## src/rtl/drift_session_ctrl.sv

```systemverilog
// drift_session_ctrl: sequences one drift scoring run (IDLE -> ARM countdown -> RUN window
// -> HOLD result) and drives the main counter and display multiplexer select.
//
// Ports:
//   i_clk          system clock (50 MHz)
//   i_rst          asynchronous active-low reset
//   i_start_stop   raw start/stop switch, asynchronous to i_clk
//   i_range_disp   request to display min range
//   i_speed_disp   request to display max speed
//   i_score        live count from the main counter
//   o_cnt_en       main counter enable, high for every RUN cycle
//   o_cnt_clr      one-cycle main counter clear on ARM entry
//   o_disp_sel     display select: 00 score, 01 range, 10 speed, 11 best
//   o_state        current state: 0 IDLE, 1 ARM, 2 RUN, 3 HOLD
//   o_run_done     one-cycle pulse on HOLD entry
//   o_best         best score since reset
//
// Optional feature: define BEST_SCORE_EN to track the best score and enable the 11 display
// select. Without it o_best is tied to 0 and both switches select range.
module drift_session_ctrl #(
  parameter int unsigned DEBOUNCE_CYCLES  = 500000,
  parameter int unsigned ARM_CYCLES       = 150000000,
  parameter int unsigned RUN_LIMIT_CYCLES = 1500000000
) (
  input  logic        i_clk,
  input  logic        i_rst,
  input  logic        i_start_stop,
  input  logic        i_range_disp,
  input  logic        i_speed_disp,
  input  logic [31:0] i_score,
  output logic        o_cnt_en,
  output logic        o_cnt_clr,
  output logic [1:0]  o_disp_sel,
  output logic [2:0]  o_state,
  output logic        o_run_done,
  output logic [31:0] o_best
);

  localparam int unsigned DbW = $clog2(DEBOUNCE_CYCLES + 1);
  localparam logic [DbW-1:0] DbLast  = DbW'(DEBOUNCE_CYCLES - 1);
  localparam logic [31:0]    ArmLast = 32'(ARM_CYCLES - 1);
  localparam logic [31:0]    RunLast = 32'(RUN_LIMIT_CYCLES - 1);

  typedef enum logic [2:0] {
    StIdle = 3'd0,
    StArm  = 3'd1,
    StRun  = 3'd2,
    StHold = 3'd3
  } state_e;

  // ---------------------------------------------------------------------------------------
  // Input conditioning: 2-FF synchroniser, debouncer, edge pulses
  // ---------------------------------------------------------------------------------------
  logic           r_sync1;
  logic           r_sync2;
  logic           r_cand;      // value currently being qualified
  logic [DbW-1:0] r_db_cnt;    // consecutive samples equal to r_cand
  logic           r_db;
  logic           r_db_prev;
  logic           r_seen_low;  // debouncer has accepted a 0 since reset

  always_ff @(posedge i_clk or negedge i_rst) begin
    if (!i_rst) begin
      r_sync1    <= 1'b0;
      r_sync2    <= 1'b0;
      r_cand     <= 1'b0;
      r_db_cnt   <= '0;
      r_db       <= 1'b0;
      r_db_prev  <= 1'b0;
      r_seen_low <= 1'b0;
    end else begin
      r_sync1   <= i_start_stop;
      r_sync2   <= r_sync1;
      r_db_prev <= r_db;
      if (r_sync2 != r_cand) begin
        // New value: this sample is the first of the stable run.
        r_cand   <= r_sync2;
        r_db_cnt <= DbW'(1);
      end else if (r_db_cnt >= DbLast) begin
        // Counter holds here; keep re-accepting the stable value.
        r_db <= r_cand;
        if (!r_cand) begin
          r_seen_low <= 1'b1;
        end
      end else begin
        r_db_cnt <= r_db_cnt + DbW'(1);
      end
    end
  end

  logic w_rise;
  logic w_fall;

  // A switch held high through reset never reaches seen_low, so it cannot start a run.
  assign w_rise = r_db & ~r_db_prev & r_seen_low;
  assign w_fall = ~r_db & r_db_prev;

  // ---------------------------------------------------------------------------------------
  // Display request decode
  // ---------------------------------------------------------------------------------------
  function automatic logic [1:0] f_disp(input logic rng, input logic spd);
`ifdef BEST_SCORE_EN
    if (rng && spd) return 2'b11;
`endif
    if (rng) return 2'b01;
    if (spd) return 2'b10;
    return 2'b00;
  endfunction

  logic [1:0] w_disp_req;
  assign w_disp_req = f_disp(i_range_disp, i_speed_disp);

  // ---------------------------------------------------------------------------------------
  // Session FSM; every output is a flop loaded with its value for the next state
  // ---------------------------------------------------------------------------------------
  state_e      r_state;
  logic [31:0] r_arm_cnt;
  logic [31:0] r_run_cnt;
  logic        r_cnt_en;
  logic        r_cnt_clr;
  logic        r_run_done;
  logic [1:0]  r_disp_sel;

  always_ff @(posedge i_clk or negedge i_rst) begin
    if (!i_rst) begin
      r_state    <= StIdle;
      r_arm_cnt  <= '0;
      r_run_cnt  <= '0;
      r_cnt_en   <= 1'b0;
      r_cnt_clr  <= 1'b0;
      r_run_done <= 1'b0;
      r_disp_sel <= 2'b00;
    end else begin
      r_cnt_clr  <= 1'b0;
      r_run_done <= 1'b0;
      case (r_state)
        StIdle: begin
          if (w_rise) begin
            r_state    <= StArm;
            r_cnt_clr  <= 1'b1;
            r_arm_cnt  <= '0;
            r_disp_sel <= 2'b00;
          end else begin
            r_disp_sel <= w_disp_req;
          end
        end
        StArm: begin
          if (w_fall) begin
            r_state    <= StIdle;
            r_disp_sel <= w_disp_req;
          end else if (r_arm_cnt >= ArmLast) begin
            r_state   <= StRun;
            r_cnt_en  <= 1'b1;
            r_run_cnt <= '0;
          end else begin
            r_arm_cnt <= r_arm_cnt + 32'd1;
          end
        end
        StRun: begin
          // A fall coinciding with the limit still gives a single exit and pulse.
          if (w_fall || (r_run_cnt >= RunLast)) begin
            r_state    <= StHold;
            r_cnt_en   <= 1'b0;
            r_run_done <= 1'b1;
            r_disp_sel <= w_disp_req;
          end else begin
            r_run_cnt <= r_run_cnt + 32'd1;
          end
        end
        StHold: begin
          if (w_rise) begin
            r_state    <= StArm;
            r_cnt_clr  <= 1'b1;
            r_arm_cnt  <= '0;
            r_disp_sel <= 2'b00;
          end else begin
            r_disp_sel <= w_disp_req;
          end
        end
        default: begin
          r_state    <= StIdle;
          r_cnt_en   <= 1'b0;
          r_disp_sel <= 2'b00;
        end
      endcase
    end
  end

  assign o_state    = r_state;
  assign o_cnt_en   = r_cnt_en;
  assign o_cnt_clr  = r_cnt_clr;
  assign o_run_done = r_run_done;
  assign o_disp_sel = r_disp_sel;

  // ---------------------------------------------------------------------------------------
  // Best score
  // ---------------------------------------------------------------------------------------
`ifdef BEST_SCORE_EN
  logic [31:0] r_best;

  always_ff @(posedge i_clk or negedge i_rst) begin
    if (!i_rst) begin
      r_best <= '0;
    end else if (r_run_done && (i_score > r_best)) begin
      r_best <= i_score;
    end
  end

  assign o_best = r_best;
`else
  logic w_unused_score;
  assign w_unused_score = ^i_score;
  assign o_best         = '0;
`endif

endmodule

```

## config.mk

```make
export PLATFORM = sky130hd
export DESIGN_NAME = drift_session_ctrl
export DESIGN_NICKNAME = d
export VERILOG_FILES = /design/src/rtl/drift_session_ctrl.sv
export SDC_FILE = /design/constraint.sdc
export NUM_CORES = 1
export LEC_CHECK = 0
export ABC_CLOCK_PERIOD_IN_PS = 2300
export BUFFER_PORTS_ARGS = -buffer_cell sky130_fd_sc_hd__buf_2
export CAP_MARGIN = 30
export CORE_MARGIN = 2
export CORE_UTILIZATION = 44
export CTS_CLUSTER_SIZE = 12
export DETAILED_ROUTE_END_ITERATION = 7
export PLACE_DENSITY = 0.66
export SYNTH_ARGS = -nofsm -noshare
export SYNTH_HDL_FRONTEND = slang
export SYNTH_SLANG_ARGS = --single-unit
```

## constraint.sdc

```tcl
create_clock -name i_clk -period 2.3 [get_ports i_clk]
set_clock_uncertainty 0.15 [all_clocks]
set_input_delay 0.115 -clock i_clk [delete_from_list [all_inputs] [get_ports i_clk]]
set_output_delay 0.115 -clock i_clk [all_outputs]
set_load 0.02 [all_outputs]
```

---- After elaboration in Yosys (flattened, before gate mapping) ----
Index checks and enable logic that the tools add are counted.
storage, ports and cells
  bits of input ports ..................... 37
  output and inout bits ................... 40
  logic and storage cells ................. 87
  register bits ........................... 97
operators by class
  magnitude comparators ................... 3
  reduce and logical (&&, ||, !) cells .... 12
  add/sub/neg operators ................... 3
  equal/unequal tests ..................... 13
  bitwise logic cells ..................... 8
  multiplexer cells ....................... 34
operators with widths
  cell                                                                                    count
  32-bit two-way mux                                                                      6
  32-bit case mux with 2 select lines                                                     2
  32-bit by 1-bit adder with 32-bit output (second input constant)                        2
  19-bit two-way mux                                                                      2
  32-bit by 28-bit greater-or-equal comparator with 1-bit output (second input constant)  1
  32-bit by 31-bit greater-or-equal comparator with 1-bit output (second input constant)  1
  19-bit by 1-bit adder with 19-bit output (second input constant)                        1
  19-bit greater-or-equal comparator (second input constant)                              1
  2-bit two-way mux                                                                       7
  2-bit != test (second input constant)                                                   7
  3-bit two-way mux                                                                       4
  4-bit AND reduction                                                                     3
  1-bit two-way mux                                                                       10
  3-bit case mux with 3 select lines                                                      1
  3-bit by 2-bit equality test with 1-bit output (second input constant)                  2
  2-bit case mux with 3 select lines                                                      1
  3-bit AND reduction                                                                     2
  1-bit NOT                                                                               5
  2-bit AND reduction                                                                     2
  2-bit nonzero test                                                                      2
  1-bit AND                                                                               3
  3-bit by 1-bit equality test with 1-bit output (second input constant)                  1
  3-bit logical NOT                                                                       1
  3-bit != test (second input constant)                                                   1
  5 further kinds                                                                         5

---- Logic depth before layout (Yosys ltp) ----
Gate-level depths: netlist of run 1.
  depth after elaboration ................. 6
  depth in mapped cells ................... 11
  mapped depth without buffers ............ 7

---- Worst setup path before layout of run 1 ----
OpenSTA, ideal clock, no wires.
  kind .................................... reg2reg
  start point ............................. register r_state[0] (netlist: o_state[0])
  end point ............................... register r_run_cnt[10]
  slack ................................... -0.207 ns
  setup time .............................. 0.136 ns
  data required time ...................... 2.014 ns
  data arrival time ....................... 2.221 ns
  buffers on the path ..................... 4
  cell stages (with the launch flop) ...... 12
  clock period less this slack ............ 2.507 ns
  cells stage by stage .................... dfrtp_1 > inv_1 > ha_1 > buf_2 > inv_1 > a211oi_1 > a31oi_1 > buf_6 > buf_6 > clkbuf_1 > o31ai_1 > o41ai_2
on the way
  longest elaborated chain between the ends .. 3
  elaborated cells between the ends (all ways) .. 8
  those cells by class .................... eq/ne: 5; mux: 1; reduce/logical: 2
ends and longest elaborated chain
  item                                                                                                              RTL line  RTL
  start, declared                                                                                                   116       state_e r_state;
  start signal, assigned                                                                                            126       r_state <= StIdle;
  start signal, assigned                                                                                            139       r_state <= StArm;
  start signal, assigned                                                                                            149       r_state <= StIdle;
  3-bit by 2-bit equality test with 1-bit output or 3-bit by 1-bit equality test with 1-bit output (tied branches)  136       case (r_state)
  2-bit != test (no line) or 2-bit nonzero test (tied branches)                                                     n/a
  4-bit AND reduction (no line)                                                                                     n/a
  end signal, assigned                                                                                              167       r_run_cnt <= r_run_cnt + 32'd1;
  end, declared                                                                                                     118       logic [31:0] r_run_cnt;
Parallel ways exist; a longest one is shown, timed or not.
A chain may end at the register's enable or synchronous reset.

---- Worst setup path after layout of run 1 ----
  start point ............................. register r_arm_cnt[10]
  end point ............................... register r_run_cnt[16]
on the way
  longest elaborated chain between the ends .. 3
ends and longest elaborated chain
  item                                                            RTL line  RTL
  start, declared                                                 117       logic [31:0] r_arm_cnt;
  start signal, assigned                                          156       r_arm_cnt <= r_arm_cnt + 32'd1;
  32-bit by 28-bit greater-or-equal comparator with 1-bit output  151       end else if (r_arm_cnt >= ArmLast) begin
  2-bit != test (no line)                                         n/a
  4-bit AND reduction (no line)                                   n/a
Every way passes these cells.

==> results of run 1 <==
==> cells in the mapped netlist, types with 10 or more instances <==
master,number
xnor2_1,12
nor2_1,33
buf_2,10
or3_1,13
o31ai_1,50
buf_4,33
nor3_1,10
or4_1,27
dfrtp_1,96
a211oi_1,10
nand3_1,37
nand2_1,33
nand4_1,22
clkbuf_1,23
a21oi_1,46
inv_1,19
and3_1,17
o21ai_0,27
==> how the worst max path moves through the flow <==
stage / to / startpoint / slack (ns)
detailed placement: r_run_cnt[17] / r_arm_cnt[30] / -0.32
finish: r_run_cnt[16] / r_arm_cnt[10] / -0.35
global placement: r_run_cnt[17] / r_arm_cnt[26] / -0.22
CTS: r_arm_cnt[22] / r_arm_cnt[10] / -0.24
global route: r_run_cnt[21] / r_arm_cnt[11] / -0.43
floorplan: r_run_cnt[10] / r_run_cnt[17] / -0.04
==> power groups by stage <==
stage	logic (W)	registers [W]	clock network [W]
global placement	0.000325	0.00179	0
global route	0.000395	0.00177	0.00148
CTS	0.000345	0.00176	0.00142
floorplan	0.000244	0.00179	0
finish	0.000356	0.00176	0.00140
detailed placement	0.000336	0.00179	0
==> cell families after synthesis <==
group	Yosys count	synth area share [%]
DFF	96	41.69
AOI/OAI and AO/OA	177	20.72
and+or+nand+nor	240	24.04
other	1	0.06508
buffers and inverters	88	8.360
adders and majority gates	7	1.520
muxes	9	1.629
xor gates and xnor gates	13	1.976
==> registers in the layout, indices dropped and copies added, names as in the netlist <==
| signal | count |
|---|---|
| r_db_cnt | 19 |
| r_seen_low | 1 |
| o_run_done | 1 |
| r_cand | 1 |
| o_cnt_en | 1 |
| r_db_prev | 1 |
| r_run_cnt | 32 |
| o_disp_sel | 2 |
| r_sync1 | 1 |
| r_db | 1 |
| o_state | 2 |
| r_arm_cnt | 32 |
| o_cnt_clr | 1 |
| r_sync2 | 1 |
==> routing by layer <==
| metal | routed length (µm) | up-vias | share of wire, % | GRT usage, % |
|---|---|---|---|---|
| met1 | 7420 | 2776 | 44 | 28.83 |
| met5 | 0 | - | 0 | 0 |
| met4 | 433 | 0 | 2.5 | 9.375 |
| met3 | 856 | 49 | 5.0 | 4.006 |
| met2 | 8326 | 220 | 49 | 34.21 |
| li1 | - | 2636 | - | - |
==> timing repair <==
item                                   in CTS  in global routing
pin swaps                                   3                 48
hold buffers                                3                  0
cloned                                      2                  8
endpoints found under the hold margin      40                  0
buffers inserted                            3                  8
gates resized for setup                    33                134
setup endpoints to repair                  85                 86
==> worst max-delay path: stages (launching register included) <==
cell and delay (ns):
dfrtp_1 0.38, o31a_1 0.33, a311oi_4 0.32, buf_4 0.19, a2111oi_4 0.07, buf_4 0.16, a211oi_4 0.39, buf_4 0.22
clkbuf_16 0.15, o31ai_1 0.07, a21oi_1 0.14
==> through the flow <==
stage          total power (W)  utilization, %  setup TNS, ns  instance area [µm²]
6_report              0.003521           64.88         -14.32                 8254
5_1_grt               0.003646           64.88         -21.06                 8254
4_1_cts               0.003529           58.19         -10.37                 7403
3_5_place_dp          0.002129           54.50         -13.03                 6934
3_3_place_gp          0.002116           54.50         -9.182                 6934
2_1_floorplan         0.002037               -        -0.2584                 5911
==> cell type report <==
type,count,area [µm²],share of cell area (%)
flip-flops and latches,96,2405,29.13
clock inverters,3,18.77,0.2274
inverters,19,71.32,0.8640
multi-input cells,479,3690,44.70
well taps,172,215.2,2.607
repair buffers,177,1614,19.55
clock buffers,13,240.2,2.910
==> metrics.txt, run 1 <==
# TYPE chip_impl_metric gauge
chip_impl_info{name="synth_area_leaders",value="dfrtp_1, o31ai_1, buf_4, a21oi_1, or4_1"} 1
chip_impl_metric{name="layout_cell_share_with_drive_strength_beyond_1",unit="%"} 37.36
chip_impl_metric{name="globalRouteTotalUtil",unit="%"} 21.56
chip_impl_metric{name="antenna-diode-count",unit=""} 0
chip_impl_metric{name="synth-edff-count",unit=""} 0
chip_impl_metric{name="pre_cts_ws",unit="ns"} -0.3166
chip_impl_metric{name="intPower",unit="W"} 0.002582
chip_impl_metric{name="drc_errors",unit=""} 0
chip_impl_metric{name="gp_routability_congestion",unit=""} 0.9175
chip_impl_metric{name="postSynth.asyncResetShare",unit="%"} 100.0
chip_impl_metric{name="x_dimension_of_the_die",unit="µm"} 118.4
chip_impl_metric{name="floorplan_core_area",unit="mm²"} 0.01272
chip_impl_metric{name="grt_remaining_overflow",unit=""} 0
chip_impl_metric{name="clkPwrFrac",unit="%"} 39.8
chip_impl_metric{name="grt_antenna_before_repair",unit=""} 0
chip_impl_metric{name="worst-endpoint-required",unit="ns"} 2.42
chip_impl_info{name="timing.rr.end",value="r_run_cnt[16]"} 1
chip_impl_metric{name="timing.reg2reg.setup_slack",unit="ns"} -0.35
chip_impl_metric{name="dp.cells",unit=""} 921
chip_impl_metric{name="synth_seq_area_share",unit="%"} 41.69
chip_impl_info{name="synth-main-ff-cell",value="dfrtp_1"} 1
chip_impl_info{name="layout_common_cells",value="buf_4, dfrtp_1, nand3_1"} 1
chip_impl_metric{name="timing_hold_violations_final",unit=""} 0
chip_impl_metric{name="io_pins",unit=""} 77
chip_impl_metric{name="switching_power_of_the_nets",unit="W"} 0.0009394
chip_impl_metric{name="synthToLayoutAreaGrowth",unit="%"} 43.26
chip_impl_info{name="hp-start",value="i_speed_disp"} 1
chip_impl_metric{name="dpl.hpwl",unit="µm"} 10270
chip_impl_metric{name="leak_pwr",unit="nW"} 3.469
chip_impl_metric{name="crit_path_max_fanout",unit=""} 6
chip_impl_metric{name="antenna_left",unit=""} 0
chip_impl_metric{name="timing.hold.worst_path_depth",unit=""} 3
chip_impl_metric{name="number_of_global_route_vias_before_repair",unit=""} 5145
chip_impl_info{name="layout_commonest_cell",value="buf_4"} 1
chip_impl_metric{name="post-route-worst-setup-slack",unit="ns"} -0.3465
chip_impl_metric{name="maximum_achievable_frequency",unit="GHz"} 0.3779
chip_impl_info{name="r2r-start",value="r_arm_cnt[10]"} 1
chip_impl_info{name="synth_top_area_cell",value="dfrtp_1"} 1
chip_impl_metric{name="height_of_the_die",unit="µm"} 118.4
chip_impl_metric{name="final_cell_count_no_fill",unit=""} 959
chip_impl_metric{name="final.min_clock_period",unit="ns"} 2.647
chip_impl_metric{name="detail_route.vias_per_cell",unit=""} 5.924
chip_impl_metric{name="std_cell_rows",unit=""} 41
chip_impl_metric{name="dr.first_iter.drc_count",unit=""} 538
chip_impl_info{name="grt_setup_unrepaired",value="true"} 1
chip_impl_metric{name="crit_arrival",unit="ns"} 2.77
chip_impl_metric{name="seqPwrFrac",unit="%"} 50.1
chip_impl_metric{name="port_buffers",unit=""} 11
chip_impl_metric{name="routed_wirelength",unit="µm"} 17040
chip_impl_metric{name="depth_of_the_most_critical_reg_to_reg_path",unit=""} 10
chip_impl_metric{name="hold-worst-slack",unit="ns"} 0.02975
chip_impl_metric{name="combPwrFrac",unit="%"} 10.1
chip_impl_metric{name="number_of_cells_produced_by_synthesis",unit=""} 631
chip_impl_info{name="crit_path_start_kind",value="flop"} 1
chip_impl_metric{name="clk_pin_slew_worst_setup_hold_paths",unit="ns"} 0.07
chip_impl_metric{name="synth_top_cell_area_share",unit="%"} 41.69
chip_impl_metric{name="power-per-cell-area",unit="mW/mm²"} 426.6
chip_impl_metric{name="htree_num_levels",unit=""} 3
chip_impl_metric{name="syn-mean-instance-area",unit="µm²"} 9.131
chip_impl_info{name="tritoncts",value="built"} 1
chip_impl_metric{name="max_cap_violations",unit=""} 0
chip_impl_metric{name="layout_worst_path_cycle_share",unit="%"} 115.1
chip_impl_metric{name="setup_viol",unit=""} 78
chip_impl_metric{name="fp.dieArea",unit="mm²"} 0.01403
chip_impl_info{name="outcome",value="finished with violations"} 1
chip_impl_info{name="cts_root_buffer",value="clkbuf_16"} 1
chip_impl_metric{name="floorplan.initialDensity",unit="%"} 45.29
chip_impl_info{name="timing.hold.worst_endpoint",value="o_disp_sel[1]"} 1
chip_impl_metric{name="vias",unit=""} 5681
chip_impl_info{name="critPathKind",value="flop to flop"} 1
chip_impl_metric{name="detail_route.wl_per_cell",unit="µm"} 17.77
chip_impl_info{name="worst_setup_path_end_kind",value="flop"} 1
chip_impl_metric{name="grt_start_max_net_pins",unit=""} 51
chip_impl_metric{name="distinct_cells_synth",unit=""} 61
chip_impl_metric{name="vdd_drop_max",unit="mV"} 0.4572
chip_impl_info{name="violations",value="setup timing"} 1
chip_impl_metric{name="grt_first_pass_wirelength",unit="µm"} 24830
chip_impl_metric{name="max_slew_headroom",unit="%"} 39.57
chip_impl_metric{name="postSynthRegisterBits",unit=""} 96
chip_impl_info{name="timing.hold.worst.class",value="primary input to flop"} 1
chip_impl_metric{name="fillerInstances",unit=""} 954
chip_impl_metric{name="warnings_synthesis",unit=""} 0
chip_impl_metric{name="timing_worst_slew_pin_value",unit="ns"} 0.9064
chip_impl_metric{name="clockBufferDepth",unit=""} 2
chip_impl_metric{name="drt-pass1-iter-count",unit=""} 5
chip_impl_metric{name="clk_latency",unit="ns"} 0.36
chip_impl_metric{name="number_of_buffers_inserted_during_clock_tree_synthesis",unit=""} 9
chip_impl_metric{name="finalNetCount",unit=""} 826
chip_impl_metric{name="cts_sinks",unit=""} 96
chip_impl_metric{name="timing_max_transition_violations_final",unit=""} 0
chip_impl_metric{name="swShare",unit="%"} 26.68
chip_impl_metric{name="mappedNetlistArea",unit="mm²"} 0.005762
(Power assumes the default switching activity.)
==> run 2: changes to the inputs <==
==> constraint.sdc (replaced) <==
create_clock -name i_clk -period 2.3 [get_ports i_clk]
set_clock_uncertainty 0.15 [all_clocks]
set_input_delay 0 -clock i_clk [delete_from_list [all_inputs] [get_ports i_clk]]
set_output_delay 0 -clock i_clk [all_outputs]
set_load 0.02 [all_outputs]
==> run 2 against run 1 <==
The flow still finishes with violations (setup timing). Power increased by 6.7%. Worst setup slack improved by 0.040 ns. Flip-flop and latch count unchanged. Routed wire length decreased by 1.8%. Critical path depth decreased by 1. Non-clock buffer count decreased by 4. Count of clock-buffer cells in the layout decreased by 2. First-iteration DRC count decreased by 13%. Cell count decreased by 0.42%. Global-route usage increased by 1.1 points. Utilization decreased by 1.2 points. Combinational power increased by 4%. Critical endpoint is now r_run_cnt[29]. Largest power group unchanged. Highest routed layer unchanged.
==> metrics.txt, run 2 (synthesis results as in run 1) <==
# TYPE chip_impl_metric gauge
chip_impl_info{name="outcome",value="finished with violations"} 1
chip_impl_info{name="violations",value="setup timing"} 1
chip_impl_metric{name="crit_path_max_fanout",unit=""} 5
chip_impl_metric{name="timing_max_transition_violations_final",unit=""} 0
chip_impl_metric{name="routed_wirelength",unit="µm"} 16720
chip_impl_metric{name="grt_antenna_before_repair",unit=""} 0
chip_impl_info{name="timing.hold.worst.class",value="primary input to asynchronous set/reset pin"} 1
chip_impl_metric{name="fp.dieArea",unit="mm²"} 0.01403
chip_impl_metric{name="multi_input_combinational_cell_area",unit="mm²"} 0.003550
chip_impl_info{name="critPathKind",value="flop to flop"} 1
chip_impl_metric{name="timing_worst_slew_pin_value",unit="ns"} 0.6684
chip_impl_metric{name="clk_latency",unit="ns"} 0.36
chip_impl_metric{name="power-per-cell-area",unit="mW/mm²"} 463.4
chip_impl_metric{name="dpl.hpwl",unit="µm"} 10200
chip_impl_info{name="timing.critical_path.mode_cell",value="buf_4"} 1
chip_impl_metric{name="cts_sinks",unit=""} 96
chip_impl_metric{name="drt-pass1-iter-count",unit=""} 5
chip_impl_metric{name="max_cap_violations",unit=""} 0
chip_impl_metric{name="grt_first_pass_wirelength",unit="µm"} 26280
chip_impl_metric{name="max_slew_headroom",unit="%"} 55.31
chip_impl_metric{name="number_of_buffers_inserted_during_clock_tree_synthesis",unit=""} 9
chip_impl_info{name="layout_common_cells",value="buf_4, dfrtp_1, o31ai_1"} 1
chip_impl_info{name="largestRegisters",value="r_arm_cnt x32, r_run_cnt x32, r_db_cnt x19"} 1
chip_impl_info{name="critical-path-slowest-cell",value="a211oi_4"} 1
chip_impl_metric{name="dr.first_iter.drc_count",unit=""} 467
chip_impl_metric{name="timing_hold_violations_final",unit=""} 0
chip_impl_metric{name="antenna-diode-count",unit=""} 0
chip_impl_metric{name="grt_start_max_net_pins",unit=""} 41
chip_impl_metric{name="floorplan.initialDensity",unit="%"} 45.29
chip_impl_metric{name="x_dimension_of_the_die",unit="µm"} 118.4
chip_impl_metric{name="post-route-worst-setup-slack",unit="ns"} -0.3066
chip_impl_metric{name="detail_route.vias_per_cell",unit=""} 5.957
chip_impl_metric{name="floorplan_core_area",unit="mm²"} 0.01272
chip_impl_info{name="layout_commonest_cell",value="buf_4"} 1
chip_impl_metric{name="maximum_achievable_frequency",unit="GHz"} 0.3836
chip_impl_metric{name="hold-worst-slack",unit="ns"} 0.03533
chip_impl_info{name="path_cells",value="nor4_4 > o221ai_1 > buf_4 > buf_4 > a211oi_4 > clkbuf_16 > clkbuf_2 > o31ai_1 > a21oi_2"} 1
chip_impl_metric{name="std_cell_rows",unit=""} 41
chip_impl_metric{name="crit_arrival",unit="ns"} 2.74
chip_impl_metric{name="vias",unit=""} 5689
chip_impl_metric{name="drc_errors",unit=""} 0
chip_impl_metric{name="detail_route.wl_per_cell",unit="µm"} 17.51
chip_impl_metric{name="clk_pin_slew_worst_setup_hold_paths",unit="ns"} 0.07
chip_impl_metric{name="vdd_drop_max",unit="mV"} 0.5770
chip_impl_metric{name="io_pins",unit=""} 77
chip_impl_metric{name="fillerInstances",unit=""} 997
chip_impl_metric{name="synthToLayoutAreaGrowth",unit="%"} 40.65
chip_impl_info{name="worst_setup_path_end_kind",value="flop"} 1
chip_impl_metric{name="globalRouteTotalUtil",unit="%"} 22.66
chip_impl_info{name="cts_root_buffer",value="clkbuf_16"} 1
chip_impl_info{name="tritoncts",value="built"} 1
chip_impl_metric{name="pre_cts_ws",unit="ns"} -0.2527
chip_impl_metric{name="total_power",unit="W"} 0.003756
chip_impl_info{name="crit_path_start_kind",value="flop"} 1
chip_impl_metric{name="critPathMaxStageDelay",unit="ns"} 0.44
chip_impl_metric{name="height_of_the_die",unit="µm"} 118.4
chip_impl_metric{name="leak_pwr",unit="nW"} 3.447
chip_impl_metric{name="gp_routability_congestion",unit=""} 0.8701
chip_impl_metric{name="setup_viol",unit=""} 71
chip_impl_metric{name="antenna_left",unit=""} 0
chip_impl_metric{name="seqCellArea",unit="mm²"} 0.002404
chip_impl_metric{name="number_of_global_route_vias_before_repair",unit=""} 5386
chip_impl_metric{name="finish.instance_area",unit="mm²"} 0.008104
chip_impl_metric{name="clockBufferDepth",unit=""} 2
chip_impl_metric{name="layout_worst_path_cycle_share",unit="%"} 113.3
chip_impl_metric{name="area_of_placed_instances",unit="mm²"} 0.006892
chip_impl_metric{name="finalNetCount",unit=""} 822
chip_impl_metric{name="worst-endpoint-required",unit="ns"} 2.44
chip_impl_info{name="grt_setup_unrepaired",value="true"} 1
chip_impl_metric{name="port_buffers",unit=""} 11
chip_impl_metric{name="layout_cell_share_with_drive_strength_beyond_1",unit="%"} 36.53
chip_impl_metric{name="grt_remaining_overflow",unit=""} 0
chip_impl_metric{name="htree_num_levels",unit=""} 3
chip_impl_metric{name="final.min_clock_period",unit="ns"} 2.607
[run 2: area by class of cell]
type                       count  area share, %
multi-input combinational    479          43.80
inverter                      19         0.8800
tap                          172          2.656
sequential                    96          29.66
clock buffer                  11          3.119
timing repair buffer         173          19.13
clock inverter                 5         0.7565
[run 2: final timing paths]
| path | endpoint | startpoint | depth (start not counted) | slack (ns) |
|---|---|---|---|---|
| worst min-delay path | r_db_cnt[15] | i_rst | 2 | 0.04 |
| worst min register to register | r_sync2 | r_sync1 | 0 | 0.21 |
| worst max-delay path | r_run_cnt[29] | r_arm_cnt[30] | 9 | -0.31 |
| worst max register to register | r_run_cnt[29] | r_arm_cnt[30] | 9 | -0.31 |
| max in group asynchronous | r_arm_cnt[15] | i_rst | 3 | 1.23 |
| min in group i_clk | r_sync1 | i_start_stop | 2 | 0.13 |
[run 2: worst max-delay path, delay by kind of cell, from the launching register on]
family                 cells  cell delay, ns
and+or+nand+nor            1            0.32
AOI/OAI and AO/OA          4            0.91
buffers and inverters      4            0.74
DFF                        1            0.42
[run 2: repair_timing]
item / 4_1_cts / 5_1_grt
pin swaps: 11 / 31
cloned: 1 / 6
setup endpoints to repair: 85 / 88
gates resized for setup: 41 / 92
endpoints found under the hold margin: 52 / 0
hold buffers: 4 / 0
setup buffers: 1 / 12
[run 2: per-stage QoR]
stage,util [%],TNS [ns],std cells
2_1_floorplan,-,-0.2584,663
3_3_place_gp,54.17,-6.799,917
3_5_place_dp,54.17,-10.66,917
4_1_cts,58.71,-9.195,939
5_1_grt,63.70,-22.65,955
6_report,63.70,-13.28,955
[run 2: per-layer routing]
metal / vias to the layer above / part of all wire, % / track usage [%]
met5: - / 0 / 0
met4: 0 / 2.9 / 9.301
met3: 45 / 4.6 / 3.137
met2: 197 / 49 / 36.27
met1: 2815 / 44 / 30.97
li1: 2632 / - / -
[run 2: power by group]
group          internal, W  total (W)  switching, W
registers          0.00173    0.00177     0.0000474
logic             0.000130   0.000369      0.000239
clock network     0.000912    0.00161      0.000700
total              0.00277    0.00376      0.000987
